<file path="config.mk">
export PLATFORM = sky130hd
export DESIGN_NAME = shift_rows_pipe
export DESIGN_NICKNAME = d
export VERILOG_FILES = /design/src/rtl/shift_rows_pipe.sv
export SDC_FILE = /design/constraint.sdc
export NUM_CORES = 1
export LEC_CHECK = 0
export CAP_MARGIN = 20
export CORE_UTILIZATION = 44
export CTS_CLUSTER_SIZE = 14
export DETAILED_ROUTE_END_ITERATION = 10
export MAX_ROUTING_LAYER = met4
export PLACE_DENSITY = 0.85
export SLEW_MARGIN = 20
export SYNTH_ARGS = -nofsm -noshare
export SYNTH_HDL_FRONTEND = slang
export SYNTH_SLANG_ARGS = --single-unit
</file>
<file path="constraint.sdc">
create_clock -name clk -period 4 [get_ports clk]
set_input_delay 0.4 -clock clk [delete_from_list [all_inputs] [get_ports clk]]
set_output_delay 0.4 -clock clk [all_outputs]
set_load 0.02 [all_outputs]
</file>
<file path="src/rtl/shift_rows_pipe.sv">
// shift_rows_pipe: pipelined Rijndael ShiftRows / InvShiftRows stage.
// The byte permutation is applied combinationally on the way into stage 1;
// later stages only carry state, tag and valid. Flow control is valid/ready
// with a combinational ready chain so bubbles collapse and a full pipe can
// still move one beat per cycle.
module shift_rows_pipe #(
  parameter int NB     = 4,
  parameter int STAGES = 1,
  parameter int TAG_W  = 4
) (
  input  logic                clk,
  input  logic                rst_n,
  input  logic                in_valid,
  output logic                in_ready,
  input  logic                in_inv,
  input  logic [TAG_W-1:0]    in_tag,
  input  logic [32*NB-1:0]    in_state,
  output logic                out_valid,
  input  logic                out_ready,
  output logic [TAG_W-1:0]    out_tag,
  output logic [32*NB-1:0]    out_state,
  output logic                busy
);

  localparam int W = 32 * NB;

  // Refuse to build with unsupported geometry instead of clamping.
  if (!(NB == 4 || NB == 6 || NB == 8)) begin : g_bad_nb
    $error("shift_rows_pipe: NB must be 4, 6 or 8");
  end
  if (STAGES < 1 || STAGES > 4) begin : g_bad_stages
    $error("shift_rows_pipe: STAGES must be in 1..4");
  end
  if (TAG_W < 1) begin : g_bad_tag
    $error("shift_rows_pipe: TAG_W must be at least 1");
  end

  // Byte k = 4c+r sits at bits [W-1-8k -: 8]. Row r rotates left by s(r)
  // columns in the forward direction and right by s(r) in the inverse one.
  // The 256-bit block uses the wider offsets 0,1,3,4.
  function automatic logic [W-1:0] shift_state(input logic [W-1:0] s, input logic inv);
    logic [W-1:0] res;
    int           off;
    int           src;
    res = '0;
    for (int c = 0; c < NB; c++) begin
      for (int r = 0; r < 4; r++) begin
        off = (NB == 8 && r >= 2) ? r + 1 : r;
        src = inv ? (c - off + NB) % NB : (c + off) % NB;
        res[W-1-8*(4*c+r) -: 8] = s[W-1-8*(4*src+r) -: 8];
      end
    end
    return res;
  endfunction

  logic [STAGES-1:0] valid_q;
  logic [STAGES-1:0] valid_d;
  logic [STAGES-1:0] adv;
  logic [W-1:0]      state_q [STAGES];
  logic [W-1:0]      state_d [STAGES];
  logic [TAG_W-1:0]  tag_q   [STAGES];
  logic [TAG_W-1:0]  tag_d   [STAGES];
  logic [W-1:0]      shifted;

  // Permutation of the incoming state, selected per beat by in_inv.
  always_comb begin
    shifted = shift_state(in_state, in_inv);
  end

  // Ready chain from the output back to stage 1: a stage may advance when it
  // is empty or when the stage after it (or the consumer) takes its beat.
  always_comb begin
    logic chain;
    adv   = '0;
    chain = out_ready;
    for (int i = STAGES - 1; i >= 0; i--) begin
      adv[i] = !valid_q[i] || chain;
      chain  = adv[i];
    end
  end

  // Next-state for every stage; data only loads when a real beat moves in.
  always_comb begin
    valid_d = valid_q;
    state_d = state_q;
    tag_d   = tag_q;
    if (adv[0]) begin
      valid_d[0] = in_valid;
      if (in_valid) begin
        state_d[0] = shifted;
        tag_d[0]   = in_tag;
      end
    end
    for (int i = 1; i < STAGES; i++) begin
      if (adv[i]) begin
        valid_d[i] = valid_q[i-1];
        if (valid_q[i-1]) begin
          state_d[i] = state_q[i-1];
          tag_d[i]   = tag_q[i-1];
        end
      end
    end
  end

  // Pipeline registers; reset drops every in-flight beat immediately.
  always_ff @(posedge clk or negedge rst_n) begin
    if (!rst_n) begin
      valid_q <= '0;
      for (int i = 0; i < STAGES; i++) begin
        state_q[i] <= '0;
        tag_q[i]   <= '0;
      end
    end else begin
      valid_q <= valid_d;
      state_q <= state_d;
      tag_q   <= tag_d;
    end
  end

  assign in_ready  = adv[0];
  assign out_valid = valid_q[STAGES-1];
  assign out_state = state_q[STAGES-1];
  assign out_tag   = tag_q[STAGES-1];
  assign busy      = |valid_q;

endmodule
</file>
# Word-level counts from Yosys, hierarchy flattened
# Cells that the tools add are included.
# totals
inputBits,137
regBits,133
elab_cells,34
output_inout_bits,135
# classes
n_shift,8
mux,4
n_reduce_logical,3
n_addsub,16
# op_table
operator,n
$shiftx 135x32->8,6
$shiftx 135x9->8,2
$sub 8x32->32 const A,6
$add 29x2->29 const B,2
$add 29x3->29 const B,2
$sub 7x8->9 const A,2
$add 4x1->5 const B,2
$add 4x2->5 const B,2
$mux 2,4
$reduce_and 2->1,1
$logic_not 1->1,1
$logic_or 1x1->1,1

# Longest topological paths before layout
# Gate-level depths: netlist (run 1).
# depth
ltp_word,4
depth_mapped,6
depth_no_buf,3

# Worst setup path after synthesis (run 1)
# OpenSTA, ideal clock, no wires.
# synth_timing
kind,register to output
from,reg valid_q (netlist: busy)
to,out in_ready
t_required_ns,3.600
slack_ns,2.366
arrival_ns,1.234
path_buffers,3
path_stages_with_launch,5
path_cell_list,dfrtp_1 -> nand2b_1 -> buf_2 -> buf_2 -> clkbuf_1
# synth_between
elab_chain_cells,2
# synth_rtl
element,line_no,text
from (decl),56,logic [STAGES-1:0] valid_q;
from (signal assigned),114,valid_q <= valid_d;
$logic_not 1->1,77,adv[i] = !valid_q[i] || chain;
$logic_or 1x1->1,77,
to (decl),14,"output logic in_ready,"
# No other way between the ends.

# Worst setup path in the final report (run 1)
# layout_timing
from,in out_ready
to,out in_ready
# layout_between
elab_chain_cells,1
# layout_rtl
element,line_no,text
from (decl),19,"input logic out_ready,"
$logic_or 1x1->1,77,
# No other way between the ends.

==> flow_summary.yaml, run 1 <==
route:
  routedWlPerCell_um: 19.46
  drt_wl_total_um: 16930
  firstDrtPassIters: 5
  antenna_left: 0
  drc: 0
  via_per_inst: 5.359
  drtIter0Drc: 268
  vias: 4662
floorplanning:
  core_mm2: 0.01272
  die-width_um: 116.5
  fp-row-count: 41
  ios: 272
  die_area_mm2: 0.01357
  start_util_pct: 45.32
  fp.dieH_um: 116.5
logic_synthesis:
  synth_compound_area_share_pct: 12.50
  synth_top_family_by_area: "multiplexers"
  synthXorXnorAreaFrac_pct: 0
  yosys.area_share.simple_pct: 0.3255
  syn-num-nets: 577
  synth_mux_area_share_pct: 25.69
  synth_top_area_share_pct: 57.73
  synth_adder_area_share_pct: 0
  synth_cell_types: 12
  syn_avg_cell_area_um2: 13.10
  synth_cells: 440
  ys_seq_area_share_pct: 57.73
  synthesis.area_mm2: 0.005766
  synthTopCellsByArea: "dfrtp_1 (58%), mux2i_1 (11%), mux2_2 (9.4%)"
  ys_ff_latch: 133
  yosysWarningCount: 0
  synth_top_area_cell: "dfrtp_1"
critical_path:
  rrSetupSlack_ns: 1.64
  crit_type: "in -> out"
  cp.required_ns: 3.60
  r2r_start: "busy"
  cp.arrival_ns: 2.18
  critPathCaptureType: "primary output"
  cp_max_fo: 65
  start_kind: "input pin"
  cp-startpoint: "out_ready"
cts:
  clock-sinks: 133
  postCtsSetupBuffers: 0
  cts_tree: "built"
  clk_latency_ns: 0.41
  cts_root_buf: "clkbuf_16"
  cts_buffer_depth: 2
  clk_pin_slew_ns: 0.05
  htree_levels: 4
  ctsResizeCount: 0
  holdBufCountCts: 0
  cts_buffers: 17
timing:
  finalClockSkew_ns: 0.005227
  max_slew_margin_pct: 30.88
  fin_tns_setup_ns: 0
  period_share_pct: 64.61
  setup_viol: 0
  fin_crit_ns: 2.584
  maxSlewViolCount: 0
  hold_viol_final: 0
  rsz0062_at_grt: "false"
  worstMarginPinSlew_ns: 1.037
  timing.fmax_ghz: 0.3870
cells_and_area:
  diodes: 0
  finalNetCount: 827
  multi_input_area_mm2: 0.002233
  drive_gt1_share_pct: 14.61
  syn2layout_area_growth_pct: 57.10
  layout_commonest_cell: "clkdlybuf4s50_1"
  final_cell_mix: "clkdlybuf4s50_1 (268), dfrtp_1 (133), mux2i_1 (64), a21oi_1 (64), a31oi_1 (64)"
  layout.cells.non_filler: 870
  regArea_mm2: 0.003328
  fillers: 896
pwr:
  powerDensity_mw_per_mm2: 476.5
  p_leak_uw: 0.003815
  vdd_drop_max_mv: 0.2728
placed_design:
  dp.cells: 843
  gp_congestion: 0.7835
  io_buffers: 271
  dp_hpwl_um: 11710
hold_path:
  hp-class: "in -> async"
global_routing:
  grt_pass1_wl_um: 24890
  grt_max_degree: 130
  grt_usage_pct: 25.71
  antenna_found_initial: 0
  grt_pass1_vias: 4635
  overflow: 0
job:
  maxCapViolCount: 0
run_status:
  outcome: "completed"
## final timing paths
path | to | cells after the start
worst min register to register | out_state[63] | 1
worst max-delay path | in_ready | 3
worst max register to register | out_state[42] | 3
min in group clk | out_state[63] | 1
max in group asynchronous | out_state[108] | 2
worst min-delay path | out_state[23] | 1
## metrics by stage
stage / util (%) / total power, uW / instance area (um2) / worst slack (ns) / hold WS (ns)
final: 71.19 / 4316 / 9057 / 1.416 / 0.03560
after global routing: 71.19 / 4486 / 9057 / 1.342 / 0.1069
after CTS: 71.16 / 4351 / 9054 / 1.418 / 0.07725
after detailed placement: 66.94 / 2903 / 8516 / 1.222 / 0.4913
after global placement: 66.94 / 2863 / 8516 / 1.234 / 0.4869
after floorplan: - / 2237 / 5766 / 2.366 / 0.1044
## layout make-up
type	instances	share of cell area, %
flip-flops and latches	133	36.75
repair buffers	275	30.28
multi-input cells	263	24.66
clock buffers	23	5.387
well taps	172	2.376
clock inverters	4	0.5526
## critical path: stages
cell and delay, ns:
clkdlybuf4s50_1 0.46, nand2b_4 0.57, clkdlybuf4s50_1 0.74
## logic make-up after synthesis
kind of cell,after synthesis
flip-flops,133
multiplexers,132
AO/OA/AOI/OAI,128
buffers and inverters,44
AND/OR/NAND/NOR,3
## routing by layer
layer	share of wire, %	vias up	GRT usage, %
li1	-	2138	-
met1	39	2268	28.51
met2	51	223	43.00
met3	7.8	33	7.213
met4	2.7	0	11.71
met5	0	-	-
## where the power goes
group	total (uW)	internal, uW	leakage (uW)	switching [uW]
clock network	1430	901	0.000259	526
registers	1670	1550	0.00151	121
logic	1220	640	0.00204	583
total	4320	3090	0.00382	1230
## Yosys cell counts
master,n
dfrtp_1,133
buf_2,20
buf_4,1
a31oi_1,64
clkbuf_1,20
buf_6,3
mux2i_1,64
a21oi_1,64
nand2b_1,2
mux2_2,48
nand2_2,1
mux2_4,20
## sequential cells by signal (all words and copies together), names as in the netlist
name and cells:
out_state 128, busy 1, out_tag 4
No activity file was read; power rests on OpenSTA's default activity.
==> inputs of run 2 (changes only) <==
CORE_UTILIZATION = 37   (was 44)
PLACE_DENSITY = 0.76   (was 0.85)
clock period = 2.15 ns   (was 4 ns; I/O delays follow)
==> run 2 against run 1 <==
Against the previous run:
- first-iteration DRC count decreased by 4.5%
- register-to-register slack worse by 1.0 ns
- critical path depth fell by 1
- clock-buffer cell count down 4
- critical path type is now reg -> out
- largest power group unchanged
==> flow_summary.yaml, run 2 (synthesis results as in run 1) <==
cells_and_area:
  syn2layout_area_growth_pct: 61.15
  regArea_mm2: 0.003328
  finalNetCount: 834
  final_cell_mix: "clkdlybuf4s50_1 (268), dfrtp_1 (133), mux2i_1 (64), a21oi_1 (64), a31oi_1 (64)"
  final_util_pct: 61.12
  fillers: 1156
  multi_input_area_mm2: 0.002233
  layout_commonest_cell: "clkdlybuf4s50_1"
  drive_gt1_share_pct: 16.06
  diodes: 0
  largest_reg_flops: 128
route:
  via_per_inst: 5.139
  drt_wl_total_um: 16080
  antenna_left: 0
  firstDrtPassIters: 5
  drc: 0
  vias: 4615
  routedWlPerCell_um: 17.90
  drtIter0Drc: 256
critical_path:
  cp_max_fo: 3
  rrSetupSlack_ns: 0.63
  r2r_cells: 4
  start_kind: "flip-flop"
  crit_type: "reg -> out"
  cp.required_ns: 1.93
  r2r-end: "out_state[127]"
  critPathCaptureType: "primary output"
  r2r_start: "busy"
  cp.arrival_ns: 1.68
global_routing:
  grt_usage_pct: 20.91
  grt_max_degree: 130
  grt_pass1_vias: 4659
  antenna_found_initial: 0
  grt_pass1_wl_um: 25120
  overflow: 0
timing:
  fin_tns_setup_ns: 0
  hold_viol_final: 0
  setup_viol: 0
  period_share_pct: 88.03
  fin_crit_ns: 1.893
  maxSlewViolCount: 0
  finalClockSkew_ns: 0.004726
  max_slew_margin_pct: 61.84
  worstMarginPinSlew_ns: 0.5724
  timing.fmax_ghz: 0.5283
  rsz0062_at_grt: "false"
placed_design:
  dp_hpwl_um: 11380
  gp_congestion: 0.8156
  io_buffers: 271
cts:
  clock-sinks: 133
  cts_tree: "built"
  cts_root_buf: "clkbuf_16"
  htree_levels: 4
  cts_buffer_depth: 2
  holdBufCountCts: 1
  clk_pin_slew_ns: 0.06
  postCtsSetupBuffers: 0
  ctsResizeCount: 0
  cts_buffers: 17
  clk_latency_ns: 0.41
hold_path:
  hp-class: "in -> async"
floorplanning:
  core_mm2: 0.01520
  ios: 272
  start_util_pct: 37.93
  fp.dieH_um: 126.8
  die_area_mm2: 0.01609
  fp-row-count: 45
  die-width_um: 126.8
pwr:
  report.power.total_uw: 8361
  powerDensity_mw_per_mm2: 899.9
  p_leak_uw: 0.003913
  vdd_drop_max_mv: 0.5257
job:
  maxCapViolCount: 0
run_status:
  outcome: "completed"
-- run 2: changes by cell type in the layout (fill, tap and decap cells not counted), sizes merged --
cell	delta
clkinvlp	+1
dlygate4sd3	+1
inv	+5
buf	+6
clkbuf	-4
bufinv	+2
clkinv	+1
-- run 2: worst max-delay path by stage --
stage | startpoint | to | slack (ns) | cells past startpoint
after floorplan | busy | out_state[101] | 0.63 | 5
after global placement | out_ready | in_ready | 0.33 | 3
after detailed placement | out_ready | out_state[25] | 0.34 | 5
after CTS | busy | in_ready | 0.21 | 2
after global routing | busy | in_ready | 0.16 | 2
final | busy | in_ready | 0.26 | 2
-- run 2: routing by layer --
layer | vias up | share of wire [%] | track usage (%)
met5 | - | 0 | -
met4 | 0 | 2.0 | 7.843
met3 | 22 | 7.7 | 7.170
met2 | 192 | 49 | 33.35
met1 | 2243 | 42 | 24.39
li1 | 2158 | - | -
-- run 2: final cells by class --
class | instances | share of cell area, %
repair buffers | 282 | 31.01
flip-flops and latches | 133 | 35.82
well taps | 188 | 2.532
clock buffers | 19 | 4.767
multi-input cells | 263 | 24.04
clock inverters | 13 | 1.831
-- run 2: power by group --
group          switching, uW  internal, uW
sequential               206          2870
combinational           1080          1210
clock                   1120          1870
-- run 2: per-stage QoR --
stage	instance area (um2)	instances	setup WS, ns	hold WS [ns]
after detailed placement	8668	865	0.3402	0.1728
after global routing	9291	898	0.1620	0.3214
after CTS	9291	898	0.2129	0.2854
after floorplan	5766	440	0.6278	-0.08059
final	9291	898	0.2573	0.2951
after global placement	8668	865	0.3311	0.1652
-- run 2: critical path: stages, from the launching register on --
cell,delay (ns)
dfrtp_1,0.44
nand2b_4,0.14
clkdlybuf4s50_1,0.69
